==> src/rtl/sc_lfsr_sng.sv <==
// Stochastic number generator: XNOR Fibonacci LFSR plus comparator, emitting one
// full LFSR period of a unipolar bitstream for a latched operand and counting its ones.
module sc_lfsr_sng #(
    parameter int                 WIDTH    = 7,
    parameter logic [WIDTH-1:0]   TAP_MASK = 7'b1100000
) (
    input  logic             clk,
    input  logic             rst,
    input  logic             seed_load,
    input  logic [WIDTH-1:0] seed,
    input  logic             start,
    input  logic [WIDTH-1:0] value,
    output logic [WIDTH-1:0] rn,
    output logic             bit_out,
    output logic             bit_vld,
    output logic             busy,
    output logic             done,
    output logic [WIDTH-1:0] ones_count,
    output logic             seed_err
);

    typedef enum logic [1:0] {
        IDLE = 2'd0,
        RUN  = 2'd1,
        DONE = 2'd2
    } state_t;

    localparam logic [WIDTH-1:0] ALL_ONES = '1;
    // Last count value of a run: L-1 = 2^WIDTH - 2.
    localparam logic [WIDTH-1:0] LAST_CNT = ALL_ONES - 1'b1;

    state_t           state_q, state_d;
    logic [WIDTH-1:0] rn_q, rn_d;
    logic [WIDTH-1:0] val_q, val_d;
    logic [WIDTH-1:0] cnt_q, cnt_d;
    logic [WIDTH-1:0] ones_q, ones_d;
    logic             bit_out_q, bit_out_d;
    logic             bit_vld_q, bit_vld_d;
    logic             busy_q, busy_d;
    logic             done_q, done_d;
    logic             seed_err_q, seed_err_d;

    logic [WIDTH-1:0] rn_step;
    logic             below;

    assign rn_step = {rn_q[WIDTH-2:0], ~^(rn_q & TAP_MASK)};
    assign below   = (rn_q < val_q);

    always_comb begin
        state_d    = state_q;
        rn_d       = rn_q;
        val_d      = val_q;
        cnt_d      = cnt_q;
        ones_d     = ones_q;
        bit_out_d  = bit_out_q;
        bit_vld_d  = bit_vld_q;
        busy_d     = busy_q;
        done_d     = 1'b0;
        seed_err_d = 1'b0;

        case (state_q)
            IDLE: begin
                if (seed_load) begin
                    // All-ones would lock the XNOR LFSR, so substitute zero.
                    if (seed == ALL_ONES) begin
                        rn_d       = '0;
                        seed_err_d = 1'b1;
                    end else begin
                        rn_d = seed;
                    end
                end
                if (start) begin
                    val_d   = value;
                    ones_d  = '0;
                    cnt_d   = '0;
                    busy_d  = 1'b1;
                    state_d = RUN;
                end
            end
            RUN: begin
                bit_out_d = below;
                bit_vld_d = 1'b1;
                ones_d    = ones_q + WIDTH'(below);
                rn_d      = rn_step;
                cnt_d     = cnt_q + 1'b1;
                if (cnt_q == LAST_CNT) begin
                    state_d = DONE;
                end
            end
            DONE: begin
                bit_vld_d = 1'b0;
                done_d    = 1'b1;
                busy_d    = 1'b0;
                state_d   = IDLE;
            end
            default: begin
                state_d = IDLE;
            end
        endcase
    end

    always_ff @(posedge clk or negedge rst) begin
        if (!rst) begin
            state_q    <= IDLE;
            rn_q       <= '0;
            val_q      <= '0;
            cnt_q      <= '0;
            ones_q     <= '0;
            bit_out_q  <= 1'b0;
            bit_vld_q  <= 1'b0;
            busy_q     <= 1'b0;
            done_q     <= 1'b0;
            seed_err_q <= 1'b0;
        end else begin
            state_q    <= state_d;
            rn_q       <= rn_d;
            val_q      <= val_d;
            cnt_q      <= cnt_d;
            ones_q     <= ones_d;
            bit_out_q  <= bit_out_d;
            bit_vld_q  <= bit_vld_d;
            busy_q     <= busy_d;
            done_q     <= done_d;
            seed_err_q <= seed_err_d;
        end
    end

    assign rn         = rn_q;
    assign bit_out    = bit_out_q;
    assign bit_vld    = bit_vld_q;
    assign busy       = busy_q;
    assign done       = done_q;
    assign ones_count = ones_q;
    assign seed_err   = seed_err_q;

endmodule

==> config.mk <==
export PLATFORM = sky130hd
export DESIGN_NAME = sc_lfsr_sng
export DESIGN_NICKNAME = d
export VERILOG_FILES = /design/src/rtl/sc_lfsr_sng.sv
export SDC_FILE = /design/constraint.sdc
export NUM_CORES = 1
export LEC_CHECK = 0
export CAP_MARGIN = 30
export CORE_MARGIN = 10
export CORE_UTILIZATION = 36
export DETAILED_ROUTE_END_ITERATION = 12
export HOLD_SLACK_MARGIN = 0.08
export PLACE_DENSITY = 0.61
export SYNTH_ARGS = -nofsm -noshare
export SYNTH_HDL_FRONTEND = slang
export SYNTH_SLANG_ARGS = --single-unit
==> constraint.sdc <==
create_clock -name clk -period 1.95 [get_ports clk]
set_clock_uncertainty 0.1 [all_clocks]
set_input_delay 0.39 -clock clk [delete_from_list [all_inputs] [get_ports clk]]
set_output_delay 0.39 -clock clk [all_outputs]
set_load 0.05 [all_outputs]
# After elaboration in Yosys (flattened, before gate mapping)
# Index checks and enable logic that the tools add are counted.
[totals]
ff_bits = 35
in_bits = 18
elab_cells = 46
[op_classes]
add_sub_neg = 2
order_cmp = 1
eq_ne = 7
mux = 16
n_reduce_logical = 10
[ops]
columns = ["cell", "n"]
rows = [
  ["$pmux W7 S2", 3],
  ["$mux W7", 3],
  ["$eq A7 B7 Y1 const B", 2],
  ["$reduce_and A2 Y1", 5],
  ["$add A7 B1 Y7", 1],
  ["$add A7 B1 Y7 const B", 1],
  ["$lt A7 B7 Y1", 1],
  ["$reduce_xnor A7 Y1", 1],
  ["$ne A2 B2 Y1 const B", 3],
  ["$reduce_bool A2 Y1", 3],
  ["$mux W1", 5],
  ["$mux W2", 2],
  ["$pmux W1 S2", 2],
  ["$pmux W2 S2", 1],
  ["$eq A2 B1 Y1 const B", 1],
  ["$eq A2 B2 Y1 const B", 1],
  ["$logic_not A2 Y1", 1],
]

# Longest topological paths before layout
[logic_depth]
depth_word = 4
ltp_mapped = 11
ltp_nobuf = 11

# Worst setup path before layout
# OpenSTA, ideal clock, no wires.
[synth_path]
kind = "register to register"
start = "register rn_q[2], in the netlist rn[2]"
end = "register ones_q[6], in the netlist ones_count[6]"
arrival_ps = 2253
required_ps = 1720
setup_slack_ps = -533
stages_incl_launch_ff = 11
path_buffers = 0
path_cell_list = "dfrtp_1 ha_1 a21o_1 a31oi_1 o221a_2 ha_1 ha_1 and3_1 nand4_1 xor2_1 nor2_1"
[synth_via]
elab_chain_len = 3
[synth_rtl]
columns = ["element", "line", "text"]
rows = [
  ["start: declaration", "33", "logic [WIDTH-1:0] rn_q, rn_d;"],
  ["start signal: assignment", "116", "rn_q <= rn_d;"],
  ["$lt A7 B7 Y1", "47", "assign below = (rn_q < val_q);"],
  ["named net below", "44", "logic below;"],
  ["$add A7 B1 Y7", "83", "ones_d = ones_q + WIDTH'(below);"],
  ["$pmux W7 S2", "61", "case (state_q)"],
  ["end signal: assignment", "119", "ones_q <= ones_d;"],
  ["end: declaration", "36", "logic [WIDTH-1:0] ones_q, ones_d;"],
]
# The timed path passes the listed nets, and every way through them passes these cells.
# A chain may end at the register's enable or synchronous reset.

# Worst setup path after layout
[layout_path]
start = "register val_q[2]"
end = "register ones_q[6], in the netlist ones_count[6]"
[layout_via]
elab_chain_len = 3
[layout_rtl]
columns = ["element", "line", "text"]
rows = [
  ["start: declaration", "34", "logic [WIDTH-1:0] val_q, val_d;"],
  ["start signal: assignment", "117", "val_q <= val_d;"],
  ["$lt A7 B7 Y1", "47", ""],
  ["named net below", "44", ""],
  ["$add A7 B1 Y7", "83", ""],
  ["$pmux W7 S2", "61", ""],
]
# The timed path passes the listed nets, and every way through them passes these cells.

==> implementation parameters <==
Parameter                              Value

Run status
  Status ... finished with violations
  Violations in the final reports ... setup timing

Setup path
  Crit path arrival time ... 2.24 ns
  Start-to-end type of the worst setup path ... reg2reg
  Slowest stage cell on the critical path ... sky130_fd_sc_hd__dfrtp_1
  Most common cell on crit path ... sky130_fd_sc_hd__ha_4
  Bufs and invs on worst path ... 1
  Critical path launch point type ... register
  Biggest fanout along the worst timing path ... 2
  Worst-path cell chain ... inv_2 -> ha_4 -> a21o_1 -> a31oi_1 -> o221a_2 -> ha_4 -> ha_4 -> and3_4 -> nand4_1 -> xor2_1 -> nor2_1
  Type of destination of the critical path ... register
  Cell family contributing the most delay on the critical path ... compound AO/OA/AOI/OAI gates
  Stage delay of the slowest cell on the critical path ... 0.39 ns
  CP Data Required Time ... 2.04 ns

Route
  First-pass DRT Iterations ... 4
  Post-detailed-route wirelength per cell ... 14.0 um
  Number of vias per cell ... 4.80
  Count of routing violations after the opening detailed-route iteration ... 46
  Number of DRC violations after detailed routing ... 0
  Total Wirelength ... between 3 and 4 mm
  Vias ... 1,357
  Detail Route Antenna Nets ... 0

Clocking
  Sink count of the clock tree ... 35
  TritonCTS clock tree ... built
  Clock transition at path regs ... roughly 0.08 ns
  Cell at the root of the clock tree ... sky130_fd_sc_hd__clkbuf_8
  Clock latency on the worst-skew pair ... 0.29 ns
  Number of buffers between clock root and the deepest sink ... 2
  Number of levels in the clock H-tree ... 2
  TritonCTS Buffers ... 5

Floorplanning
  Total core area ... 4790 um^2
  Area of the die ... 8190 um^2
  Chip Width ... 90.5 um
  Site row count ... 25
  Number of primary I/O pins ... 37
  Starting utilization of the core area ... 0.374
  Die Height ... 90.5 um

Synth
  Compound-cell area share of the yosys netlist ... 0.129
  Xor and xnor fraction of the mapped netlist area ... 0.0489
  Synth Net Count ... between 150 and 200
  Number of unique standard cell types used by synthesis ... 34
  Multiplexer area fraction after synthesis ... 0.0776
  Post-synthesis instance area ... about 1800 um^2
  Register bit count reported by yosys ... 35
  Largest family of logic cells by synthesized area ... simple AND/OR/NAND/NOR gates
  Synthesized instance count ... 158
  Register area share after synthesis ... 0.489
  Post-synthesis share of cell area spent on and, or, nand and nor gates ... 0.133
  Mean instance size in the synthesized netlist ... 11.3 um^2
  Count of synthesis-stage warnings from yosys ... 0
  Fraction of the mapped netlist area in adder cells ... 0.0908

Cells and area
  End-of-flow core utilization ... 0.511
  Highest-count cells in the layout ignoring fill and taps ... sky130_fd_sc_hd__buf_4, sky130_fd_sc_hd__dfrtp_1, sky130_fd_sc_hd__clkdlybuf4s50_1
  Number of diodes ... 0
  Layout-stage area growth over the synthesis result ... 36.6%
  Most common cell after layout, fill and taps aside ... sky130_fd_sc_hd__buf_4
  Layout cells sized above 1 ... 0.306
  Net count reported at finish ... 246

Timing
  Time the worst path needs with I/O delays and setup ... 2.15 ns
  Setup repair after global routing missed its margin ... yes
  Tightest slew margin relative to the limit ... 0.702
  Final-layout worst hold slack ... ~0.4 ns
  Fmax achieved ... 0.464 GHz
  Final clock period utilization by the worst path ... 1.10
  Endpoints failing setup ... 5
  Number of pins with negative max-slew slack in the final report ... 0
  Minimum setup slack in the final design ... -0.204 ns
  Hold Vio Cnt, Final ... 0
  Slew @ Worst Pin ... around 0.45 ns

Global route
  Global-route wire length before repair ... 6.95 mm
  Pin count of the biggest net entering global routing ... 36
  Number of antenna violations at the first check in global routing ... 0
  Vias in the first global route ... about 1,500
  Global router's overall resource usage ... 0.103
  Overflow after GRT ... 0

Flow run
  Number of maximum-capacitance violations ... 0

Power and ir drop
  Pleak ... 0.00120 uW
  Pwr per Cell Area ... 1450 nW/um^2
  Worst vdd rail ir drop ... around 0.00099 V

Placement
  Placer congestion estimate ... 0.789
  PortBufs ... 36
  Detailed Place HPWL ... around 3 mm

Min path
  Path category of the worst min-delay check ... reg2reg
## where the power goes
part           leakage [uW]  internal [uW]  switching [uW]
Sequential         0.000434            950             162
Clock             0.0000477            244             269
Combinational      0.000714            864            1050
Total               0.00120           2060            1490
## metrics by stage
stage | area, um^2 | power, uW | instances | worst slack [ns] | TNS (ns)
after floorplan | 1850 | 2430 | 158 | -0.306 | -0.828
after global placement | 2350 | 3010 | 274 | -0.185 | -0.438
after detailed placement | 2350 | 3050 | 274 | -0.266 | -0.685
after CTS | 2440 | 3580 | 283 | -0.230 | -0.703
after global routing | 2450 | 3830 | 283 | -0.401 | -1.41
final | 2450 | 3540 | 283 | -0.204 | -0.557
## final cells by class
| type | instances | area, um^2 |
|---|---|---|
| Timing Repair Buffer | 52 | 437 |
| Sequential cell | 35 | 883 |
| Fill cell | 439 | 2340 |
| Tap cell | 67 | 83.8 |
| Clock inverter | 3 | 15.0 |
| Multi-Input combinational cell | 110 | 917 |
| Clock buffer | 5 | 68.8 |
| Inverter | 11 | 41.3 |
## worst register-to-register path, cell delays in order (launching register included)
cell	delay [ns]
sky130_fd_sc_hd__dfrtp_1	0.39
sky130_fd_sc_hd__inv_2	0.07
sky130_fd_sc_hd__ha_4	0.20
sky130_fd_sc_hd__a21o_1	0.14
sky130_fd_sc_hd__a31oi_1	0.15
sky130_fd_sc_hd__o221a_2	0.24
sky130_fd_sc_hd__ha_4	0.15
sky130_fd_sc_hd__ha_4	0.12
sky130_fd_sc_hd__and3_4	0.18
sky130_fd_sc_hd__nand4_1	0.11
sky130_fd_sc_hd__xor2_1	0.15
sky130_fd_sc_hd__nor2_1	0.06
## registers in the layout, indices dropped and copies added (netlist names)
register / count
bit_out: 1
bit_vld: 1
busy: 1
cnt_q: 7
done: 1
ones_count: 7
rn: 7
seed_err: 1
state_q: 2
val_q: 7
## cell usage after synthesis
library cell,count,share of area
sky130_fd_sc_hd__o221a_2,1,0.0063
sky130_fd_sc_hd__ha_1,13,0.091
sky130_fd_sc_hd__xor2_1,9,0.044
sky130_fd_sc_hd__dfrtp_1,35,0.49
sky130_fd_sc_hd__a21boi_2,1,0.0063
sky130_fd_sc_hd__xnor2_1,1,0.0049
sky130_fd_sc_hd__nand2b_1,2,0.0070
sky130_fd_sc_hd__nand2_2,1,0.0035
sky130_fd_sc_hd__nor2_1,12,0.025
sky130_fd_sc_hd__buf_6,1,0.0063
sky130_fd_sc_hd__nand4_1,8,0.028
sky130_fd_sc_hd__o21bai_1,1,0.0042
sky130_fd_sc_hd__nor3b_2,1,0.0070
sky130_fd_sc_hd__and3_1,4,0.014
sky130_fd_sc_hd__mux2_4,1,0.0084
sky130_fd_sc_hd__a311oi_1,1,0.0049
sky130_fd_sc_hd__mux2_1,7,0.044
sky130_fd_sc_hd__nand3b_1,1,0.0042
sky130_fd_sc_hd__nand2_1,10,0.021
sky130_fd_sc_hd__nor2_2,1,0.0035
sky130_fd_sc_hd__buf_2,1,0.0028
sky130_fd_sc_hd__mux2_2,1,0.0063
sky130_fd_sc_hd__nor2b_1,2,0.0070
sky130_fd_sc_hd__inv_1,11,0.023
sky130_fd_sc_hd__a21oi_1,6,0.017
sky130_fd_sc_hd__mux2i_2,1,0.0077
sky130_fd_sc_hd__mux2i_1,2,0.011
sky130_fd_sc_hd__o22a_1,1,0.0049
sky130_fd_sc_hd__a31oi_1,1,0.0035
sky130_fd_sc_hd__a21o_1,7,0.029
sky130_fd_sc_hd__a22o_1,9,0.044
sky130_fd_sc_hd__and4_1,1,0.0049
sky130_fd_sc_hd__o21ai_1,3,0.0084
sky130_fd_sc_hd__nor2b_4,1,0.0077
## metal layers
layer / vias to the layer above / share of wire / GRT usage
li1: 670 / - / -
met1: 647 / 0.43 / 0.114
met2: 33 / 0.49 / 0.169
met3: 7 / 0.069 / 0.0449
met4: 0 / 0.013 / 0.0385
met5: - / 0 / 0
## what timing repair did
action                                  in CTS  in global routing
hold buffers                                 0                  0
gates resized for setup                      2                  2
endpoints found under the setup margin       5                 17
setup buffers                                1                  1
pin swaps                                    3                  2
## kinds of logic after synthesis
kind of cell	after synthesis
xor gates and xnor gates	10
buffers and inverters	13
muxes	12
and+or+nand+nor	44
adders and majority gates	13
AOI/OAI and AO/OA	31
DFF	35
## path summary, 6_finish.rpt
check,start,endpoint,slack (ns),depth (start not counted)
setup / recovery,val_q[2],ones_count[6],-0.20,11
hold / removal,val_q[0],val_q[0],0.40,1
setup reg to reg,val_q[2],ones_count[6],-0.20,11
hold reg to reg,val_q[0],val_q[0],0.40,1
max in group asynchronous,rst,rn[6],0.99,2
min in group asynchronous,rst,ones_count[6],0.41,2
(Power assumes the default switching activity.)
